**config.mk**
```make
export PLATFORM = sky130hd
export DESIGN_NAME = i2c_master_t
export DESIGN_NICKNAME = d
export VERILOG_FILES = /design/src/rtl/i2c_master_t.sv
export SDC_FILE = /design/constraint.sdc
export NUM_CORES = 1
export LEC_CHECK = 0
export BUFFER_PORTS_ARGS = -buffer_cell sky130_fd_sc_hd__buf_2
export CELL_PAD_IN_SITES_DETAIL_PLACEMENT = 1
export CELL_PAD_IN_SITES_GLOBAL_PLACEMENT = 1
export CORE_MARGIN = 1
export CORE_UTILIZATION = 40
export DETAILED_ROUTE_END_ITERATION = 16
export GPL_ROUTABILITY_DRIVEN = 0
export PLACE_DENSITY_LB_ADDON = 0.1
export RECOVER_POWER = 100
export SLEW_MARGIN = 10
export SYNTH_ARGS = -nofsm -noshare
export SYNTH_HDL_FRONTEND = slang
export SYNTH_SLANG_ARGS = --single-unit
```
**constraint.sdc**
```tcl
create_clock -name iClk -period 3.2 [get_ports iClk]
set_input_delay 0.64 -clock iClk [delete_from_list [all_inputs] [get_ports iClk]]
set_output_delay 0.64 -clock iClk [all_outputs]
set_load 0.02 [all_outputs]
```
**src/rtl/i2c_master_t.sv**
```systemverilog
// i2c_master_t: single-master I2C initiator issuing one register write
// (S, addr+W, offset, data, P) or one register read
// (S, addr+W, offset, Sr, addr+R, data, NACK, P) per accepted request.
// oSCL/oSDA are open-drain enables: 0 pulls the line low, 1 releases it.
`timescale 1ns/1ps

module i2c_master_t #(
    parameter int unsigned CLK_DIV = 125
) (
    input  logic       iClk,
    input  logic       iRstn,
    input  logic       iSCL,
    input  logic       iSDA,
    output logic       oSCL,
    output logic       oSDA,
    input  logic       iStart,
    input  logic       iRw,
    input  logic [6:0] iSlaveAddr,
    input  logic [7:0] iOffset,
    input  logic [7:0] iWrData,
    output logic [7:0] oRdData,
    output logic       oBusy,
    output logic       oDone,
    output logic       oAckErr
);

    localparam int unsigned DIV_W = (CLK_DIV > 1) ? $clog2(CLK_DIV) : 1;
    localparam logic [DIV_W-1:0] DIV_MAX = DIV_W'(CLK_DIV - 1);

    typedef enum logic [3:0] {
        S_IDLE,
        S_START,
        S_ADDR_W,
        S_ACK_A,
        S_OFFS,
        S_ACK_O,
        S_WDATA,
        S_ACK_D,
        S_RSTART,
        S_ADDR_R,
        S_ACK_R,
        S_RDATA,
        S_MNACK,
        S_STOP
    } state_t;

    state_t           r_state;
    logic [1:0]       r_q;       // quarter within the current bit cell / sequence
    logic [2:0]       r_bit;     // bit index within the current byte
    logic [DIV_W-1:0] r_div;
    logic [7:0]       r_tx;
    logic [7:0]       r_rx;
    logic             r_ack;     // last value sampled in Q2
    logic             r_err;     // any NACK seen in this transaction
    logic             r_rw;
    logic [6:0]       r_addr;
    logic [7:0]       r_offs;
    logic [7:0]       r_wdata;

    logic             w_bitcell;
    logic             w_ackslot;
    logic             w_hold;
    logic             w_tick;

    // Classify the current state as a 4-quarter bit cell and/or a slave ACK slot
    always_comb begin
        w_bitcell = 1'b0;
        w_ackslot = 1'b0;
        case (r_state)
            S_ADDR_W, S_OFFS, S_WDATA, S_ADDR_R, S_RDATA, S_MNACK: w_bitcell = 1'b1;
            S_ACK_A, S_ACK_O, S_ACK_D, S_ACK_R: begin
                w_bitcell = 1'b1;
                w_ackslot = 1'b1;
            end
            default: begin
                w_bitcell = 1'b0;
                w_ackslot = 1'b0;
            end
        endcase
    end

    // Divider freezes while SCL is released but still held low by a slave
    assign w_hold = !iSCL && ((w_bitcell && (r_q == 2'd2)) ||
                              (((r_state == S_STOP) || (r_state == S_RSTART)) && (r_q == 2'd1)));
    assign w_tick = (r_state != S_IDLE) && !w_hold && (r_div == DIV_MAX);

    // Quarter-period divider, running only during a transaction
    always_ff @(posedge iClk or negedge iRstn) begin
        if (!iRstn) begin
            r_div <= '0;
        end else if (r_state == S_IDLE) begin
            r_div <= '0;
        end else if (!w_hold) begin
            r_div <= (r_div == DIV_MAX) ? '0 : r_div + DIV_W'(1);
        end
    end

    // Transaction FSM with registered bus drives and status outputs
    always_ff @(posedge iClk or negedge iRstn) begin
        if (!iRstn) begin
            r_state <= S_IDLE;
            r_q     <= 2'd0;
            r_bit   <= 3'd0;
            r_tx    <= 8'd0;
            r_rx    <= 8'd0;
            r_ack   <= 1'b0;
            r_err   <= 1'b0;
            r_rw    <= 1'b0;
            r_addr  <= 7'd0;
            r_offs  <= 8'd0;
            r_wdata <= 8'd0;
            oSCL    <= 1'b1;
            oSDA    <= 1'b1;
            oRdData <= 8'd0;
            oBusy   <= 1'b0;
            oDone   <= 1'b0;
            oAckErr <= 1'b0;
        end else begin
            oDone <= 1'b0;
            if (r_state == S_IDLE) begin
                oBusy <= 1'b0;
                oSCL  <= 1'b1;
                oSDA  <= 1'b1;
                // oBusy is still high during the oDone cycle, so a request there is dropped
                if (iStart && !oBusy) begin
                    r_rw    <= iRw;
                    r_addr  <= iSlaveAddr;
                    r_offs  <= iOffset;
                    r_wdata <= iWrData;
                    r_err   <= 1'b0;
                    oAckErr <= 1'b0;
                    oBusy   <= 1'b1;
                    r_q     <= 2'd0;
                    r_state <= S_START;
                end
            end else if (w_tick) begin
                r_q <= r_q + 2'd1;
                case (r_state)
                    S_START: begin
                        case (r_q)
                            2'd0: oSDA <= 1'b0;
                            2'd1: oSCL <= 1'b0;
                            default: begin
                                r_q     <= 2'd0;
                                r_bit   <= 3'd0;
                                r_tx    <= {r_addr, 1'b0};
                                oSDA    <= r_addr[6];
                                r_state <= S_ADDR_W;
                            end
                        endcase
                    end
                    S_RSTART: begin
                        case (r_q)
                            2'd0: oSCL <= 1'b1;
                            2'd1: oSDA <= 1'b0;
                            2'd2: oSCL <= 1'b0;
                            default: begin
                                r_bit   <= 3'd0;
                                r_tx    <= {r_addr, 1'b1};
                                oSDA    <= r_addr[6];
                                r_state <= S_ADDR_R;
                            end
                        endcase
                    end
                    S_STOP: begin
                        case (r_q)
                            2'd0: oSCL <= 1'b1;
                            2'd1: oSDA <= 1'b1;
                            default: begin
                                r_state <= S_IDLE;
                                oDone   <= 1'b1;
                                oAckErr <= r_err;
                            end
                        endcase
                    end
                    default: begin
                        case (r_q)
                            2'd0: oSCL <= 1'b1;
                            2'd1: oSCL <= 1'b1;
                            2'd2: begin
                                oSCL  <= 1'b0;
                                r_ack <= iSDA;
                                if (r_state == S_RDATA) r_rx <= {r_rx[6:0], iSDA};
                                if (w_ackslot && iSDA) r_err <= 1'b1;
                            end
                            default: begin
                                // End of bit cell: choose the next cell and set SDA for its Q0
                                case (r_state)
                                    S_ADDR_W, S_OFFS, S_WDATA, S_ADDR_R: begin
                                        if (r_bit == 3'd7) begin
                                            oSDA <= 1'b1;
                                            case (r_state)
                                                S_ADDR_W: r_state <= S_ACK_A;
                                                S_OFFS:   r_state <= S_ACK_O;
                                                S_WDATA:  r_state <= S_ACK_D;
                                                default:  r_state <= S_ACK_R;
                                            endcase
                                        end else begin
                                            r_bit <= r_bit + 3'd1;
                                            r_tx  <= {r_tx[6:0], 1'b0};
                                            oSDA  <= r_tx[6];
                                        end
                                    end
                                    S_ACK_A: begin
                                        if (r_ack) begin
                                            oSDA    <= 1'b0;
                                            r_state <= S_STOP;
                                        end else begin
                                            r_bit   <= 3'd0;
                                            r_tx    <= r_offs;
                                            oSDA    <= r_offs[7];
                                            r_state <= S_OFFS;
                                        end
                                    end
                                    S_ACK_O: begin
                                        if (r_ack) begin
                                            oSDA    <= 1'b0;
                                            r_state <= S_STOP;
                                        end else if (!r_rw) begin
                                            r_bit   <= 3'd0;
                                            r_tx    <= r_wdata;
                                            oSDA    <= r_wdata[7];
                                            r_state <= S_WDATA;
                                        end else begin
                                            oSDA    <= 1'b1;
                                            r_state <= S_RSTART;
                                        end
                                    end
                                    S_ACK_R: begin
                                        if (r_ack) begin
                                            oSDA    <= 1'b0;
                                            r_state <= S_STOP;
                                        end else begin
                                            r_bit   <= 3'd0;
                                            oSDA    <= 1'b1;
                                            r_state <= S_RDATA;
                                        end
                                    end
                                    S_RDATA: begin
                                        oSDA <= 1'b1;
                                        if (r_bit == 3'd7) begin
                                            oRdData <= r_rx;
                                            r_state <= S_MNACK;
                                        end else begin
                                            r_bit <= r_bit + 3'd1;
                                        end
                                    end
                                    default: begin
                                        oSDA    <= 1'b0;
                                        r_state <= S_STOP;
                                    end
                                endcase
                            end
                        endcase
                    end
                endcase
            end
        end
    end

endmodule

```
# After elaboration in Yosys (flattened, before gate mapping)
# Cells that the tools add are included.
# Widths: inputs -> output; s select.
# classes
n_addsub	3
n_eq_ne	43
mux	79
bitwise_logic	4
n_reduce_logical	43
# op_table
op	n
$mux 7	10
$mux 4	12
$pmux 7 s3	2
$mux 1	30
$eq 4x4->1 const B	6
$mux 3	8
$pmux 4 s3	2
$reduce_and 11->1	2
$pmux 4 s5	1
$reduce_and 5->1	4
$pmux 3 s3	2
$eq 4x3->1 const B	4
$ne 4x4->1 const B	4
$mux 2	5
$ne 2x1->1 const B	5
$reduce_bool 5->1	2
$reduce_or 10->1	1
$ne 3x2->1 const B	3
$ne 3x3->1 const B	3
$eq 4x2->1 const B	2
$ne 4x2->1 const B	2
$pmux 1 s2	4
$reduce_and 4->1	2
$reduce_and 8->1	1
32 further kinds	55
# totals
reg_bits	70
out_inout_bits	13
wordCells	190

# Depth between registers and ports, before layout
# depth
ltp_word	11
ltp_mapped	10
depth_no_buf	8

# Least setup slack after synthesis
# No wires, ideal clock.
# synth_path
path_kind	reg-to-reg
startpoint	register r_q[0]
endpoint	register r_q[0]
arrival_time_ps	2405
t_required_ps	3118
path_slack_ps	713
stages_incl_launch_ff	11
n_path_buf	2
synth_period_minus_slack_ps	2487
cell_sequence	dfrtp_1 > inv_1 > ha_1 > clkbuf_2 > and2_1 > o211ai_2 > o311ai_4 > or3_1 > clkbuf_1 > or3_1 > a31oi_1
# synth_via
elab_chain_len	9
# synth_lines
item	line_no	rtl
start, declared	48	logic [1:0] r_q;
start signal, assigned	137	r_q <= r_q + 2'd1;
$eq 2x2->1 or $eq 2x1->1 (tied branches)	83, 84, 140	
$logic_and 1x1->1 (on tied branches)	83, 84	
$logic_or 1x1->1	83	assign w_hold = !iSCL && ((w_bitcell && (r_q == 2'd2)) ||
$logic_and 1x1->1	83	
$logic_not 1->1	--	
$logic_and 1x1->1 (2 in a row)	85	assign w_tick = (r_state != S_IDLE) && !w_hold && (r_div == DIV_MAX);
$reduce_bool 2->1 (no line)	--	
$reduce_and 2->1 (no line)	--	
# Several ways; a longest one is shown, not always the timed one. The select of a mux whose other input is x is not followed.
# A chain may end at the register's enable or synchronous reset.

# Worst setup path after layout
# layout_path
startpoint	register r_state[2]
endpoint	register r_tx[0]
# layout_via
elab_chain_len	10
# layout_lines
item	line_no	rtl
start, declared	47	state_t r_state;
start signal, assigned	101	r_state <= S_IDLE;
start signal, assigned	134	r_state <= S_START;
start signal, assigned	148	r_state <= S_ADDR_W;
$eq 4x4->1, or another cell as far along	69	case (r_state)
$reduce_or 10->1 (no line)	--	
$mux 1	69	
$logic_and 1x1->1	83	
$logic_or 1x1->1	83	
$logic_and 1x1->1	83	
$logic_not 1->1	--	
$logic_and 1x1->1 (2 in a row)	85	
$reduce_and 11->1 (no line)	--	
end signal, assigned	146	r_tx <= {r_addr, 1'b0};
end signal, assigned	159	r_tx <= {r_addr, 1'b1};
end signal, assigned	200	r_tx <= {r_tx[6:0], 1'b0};
end, declared	51	logic [7:0] r_tx;
# Several ways; a longest one is shown, not always the timed one. The select of a mux whose other input is x is not followed.

==> results by group <==
Layout
  – ANT cells: 0
  – Final Cell Area: 4453 sq um
  – Nets: 517
  – Area Overhead vs Synth: 13.89%
  – Share of the core filled with cells: 0.4752
  – Ratio of cells with drive above 1 in the final layout: 0.1809

Run status
  – Failing checks: max-capacitance violations, max-slew violations
  – Outcome: complete, but fails checks

Floorplan
  – Chip Height: 100.9 microns
  – FP Rows: 35
  – Die W: 100.9 microns
  – Starting Density: 0.4172
  – Core ar.: 9371 sq um
  – Top Ports: 42
  – Die Area: 10170 sq um

Critical path
  – Slowest-stage cell, CP: dfrtp_1
  – Worst path max stage delay: 0.75 ns
  – Data arrival, critical path: 3.27 ns
  – Critical path buffer and inverter count: 3
  – Critical path class: flop to flop
  – CP Max Fanout: 18
  – Most used cell, CP: clkbuf_1
  – Top Family by Delay on Critical Path: buffers and inverters
  – Critical Path RT: 3.43 ns
  – Crit. End Element: flop
  – Crit path cell chain: clkbuf_1 > nor4_1 > buf_4 > nor3_2 > clkbuf_1 > nand3_2 > mux2_1
  – Critical Path Source Type: flop

Timing
  – Max-slew violation count: 44
  – F_max: 329.2 MHz
  – Minimum clock period: 3.038 ns
  – Slew @ Worst Pin: 2.443 ns
  – Clock Skews: 0.01459 ns
  – Max_slew headroom: -0.6287
  – Final hold slack: 0.4705 ns
  – Fin crit share: 0.9494
  – Final setup fails: 0
  – Total negative setup slack: 0 ns
  – RSZ-0062 raised after global routing: no
  – Fin. Hold Viols: 0

Logic synthesis
  – Post-Synthesis Cells: 435
  – Post-synth top area share: 0.4352
  – EDFF count, synth: 0
  – Syn_area_per_cell: 8.989 sq um
  – Yosys reg bits: 70
  – Synthesized area: 3910 sq um
  – Async set or reset register ratio after synthesis: 1.000
  – Top FF cell, synth: dfrtp_1
  – Most frequent cell after synthesis: nand2_1
  – Leading area contributor after synthesis: dfrtp_1
  – Warnings, synthesis: 0
  – Sequential fraction of the synthesis area: 0.4486
  – Post-synthesis cell type count: 58
  – Syn Nets: 475
  – Top cells by area, synth: dfrtp_1 (44%), nand2_1 (9.0%), mux2_2 (6.6%)
  – Most frequent cells after synthesis: nand2_1 (94), dfrtp_1 (68), o21ai_0 (41)

Route
  – Vias per std cell: 5.521
  – DR iter-0 viols: 152
  – DRT antenna net count: 0
  – Via Count: 3368
  – Routed WL: 10760 microns
  – Drt drc: 0
  – Avg WL per Cell: 17.63 microns
  – First-pass DRT Iterations: 4

Run
  – Maxcap violations: 1

Place
  – IO Port Bufs: 41
  – Post-DP Area: 4279 sq um
  – Detailed placer's ending HPWL: 7736 microns

GRT
  – First-pass GRT wire length: 18450 microns
  – Total grt overflow: 0
  – Initial antenna violation count: 0
  – GRT Total Usage: 0.2361
  – Vias in the first global route: 3577
  – Largest net degree at the start of global routing: 44

Min path
  – Min-Delay Path Class: primary input to flop

CTS
  – Total CTS buffers: 9
  – Root Driver: clkbuf_8
  – # Post-CTS Setup Buffers: 0
  – H-tree depth: 3
  – Cts hold-fix bufs: 0
  – Clk Latency, worst-skew pair: 0.35 ns
  – Sink Count: 70
  – CTS max path bufs: 2
  – Reg clk slew, reported paths: 0.08 ns
  – PostCTS Resize Cnt: 0
  – CTS tree: yes

Pwr
  – Pwr Total: 3.251 mW
  – Power per Cell Area: 730.1 nW/um^2
  – P_leak: 2.104 nW
  – VDD IR-drop max: 0.2499 mV
[power by group]
| part | internal (mW) | total [mW] | switching [mW] |
|---|---|---|---|
| registers | 0.992 | 1.17 | 0.176 |
| logic | 0.484 | 1.29 | 0.811 |
| clock network | 0.438 | 0.789 | 0.351 |
| total | 1.91 | 3.25 | 1.34 |
[cell type report]
cell class	count	area (sq um)
Clock buffer	10	127.6
Clock inverter	5	85.08
Fill cell	1163	4918
Inverter	13	48.80
Multi-Input combinational cell	329	2006
Sequential cell	70	1754
Tap cell	129	161.4
Timing Repair Buffer	54	270.3
[routing by layer]
layer | wire length [microns] | up-vias | track usage
met3 | 364 | 14 | 0.04300
met2 | 5180 | 63 | 0.3851
met5 | 0 | - | 0
met4 | 148 | 0 | 0.08027
li1 | - | 1617 | -
met1 | 5062 | 1674 | 0.3161
[worst reg2reg max path, stage by stage (launching register included)]
cell	delay [ns]
dfrtp_1	0.75
clkbuf_1	0.60
nor4_1	0.16
buf_4	0.20
nor3_2	0.14
clkbuf_1	0.37
nand3_2	0.31
mux2_1	0.39
[state kept, by name, summed over array words and instances, names as in the netlist]
register  flops
r_state       4
r_tx          7
r_addr        7
r_div         7
r_err         1
r_offs        8
r_rx          8
oDone         1
r_ack         1
oRdData       8
r_bit         3
oAckErr       1
r_rw          1
r_wdata       8
oSCL          1
r_q           2
oBusy         1
oSDA          1
[worst paths after layout]
kind	start	end	slack, ns	depth (start not counted)
setup / recovery	r_state[2]	r_tx[0]	0.16	7
hold / removal	iWrData[3]	r_wdata[3]	0.47	3
setup reg to reg	r_state[2]	r_tx[0]	0.16	7
hold reg to reg	r_addr[5]	r_addr[5]	0.48	2
max in group asynchronous	iRstn	r_addr[0]	0.68	2
min in group asynchronous	iRstn	oBusy	1.02	1
[metrics by stage]
stage / worst slack, ns / std cells
finish: 0.1620 / 610
global route: 0.06357 / 610
CTS: 0.3454 / 610
detailed placement: 0.3585 / 595
global placement: 0.4879 / 595
floorplan: 0.7128 / 435
[cells by family after synthesis]
family	synth area share
fa+ha+maj	0.03520
simple gates	0.2131
compound gates	0.1674
buf+inv	0.03680
flops	0.4486
mux	0.09888
[cells in the final DEF, fill, tap and decap left out, drive strengths merged, types with 2 or more instances in the layout]
cell type / netlist / layout
bufinv: 0 / 2
a31oi: 3 / 3
nor4: 2 / 2
nor2b: 8 / 8
a21oi: 18 / 18
mux2: 29 / 29
a221oi: 6 / 6
nor2: 31 / 31
o31ai: 6 / 6
o211ai: 5 / 5
clkinv: 2 / 4
o21ai: 42 / 42
inv: 11 / 11
a22o: 2 / 2
mux2i: 6 / 6
o41ai: 2 / 2
or3: 4 / 4
nand2b: 4 / 4
nand2: 95 / 95
or2: 3 / 3
dfstp: 2 / 2
buf: 6 / 35
clkbuf: 17 / 29
ha: 11 / 11
nor3: 13 / 13
nand4: 2 / 2
nand3: 13 / 13
and3: 5 / 5
dfrtp: 68 / 68
(Power assumes the default switching activity.)
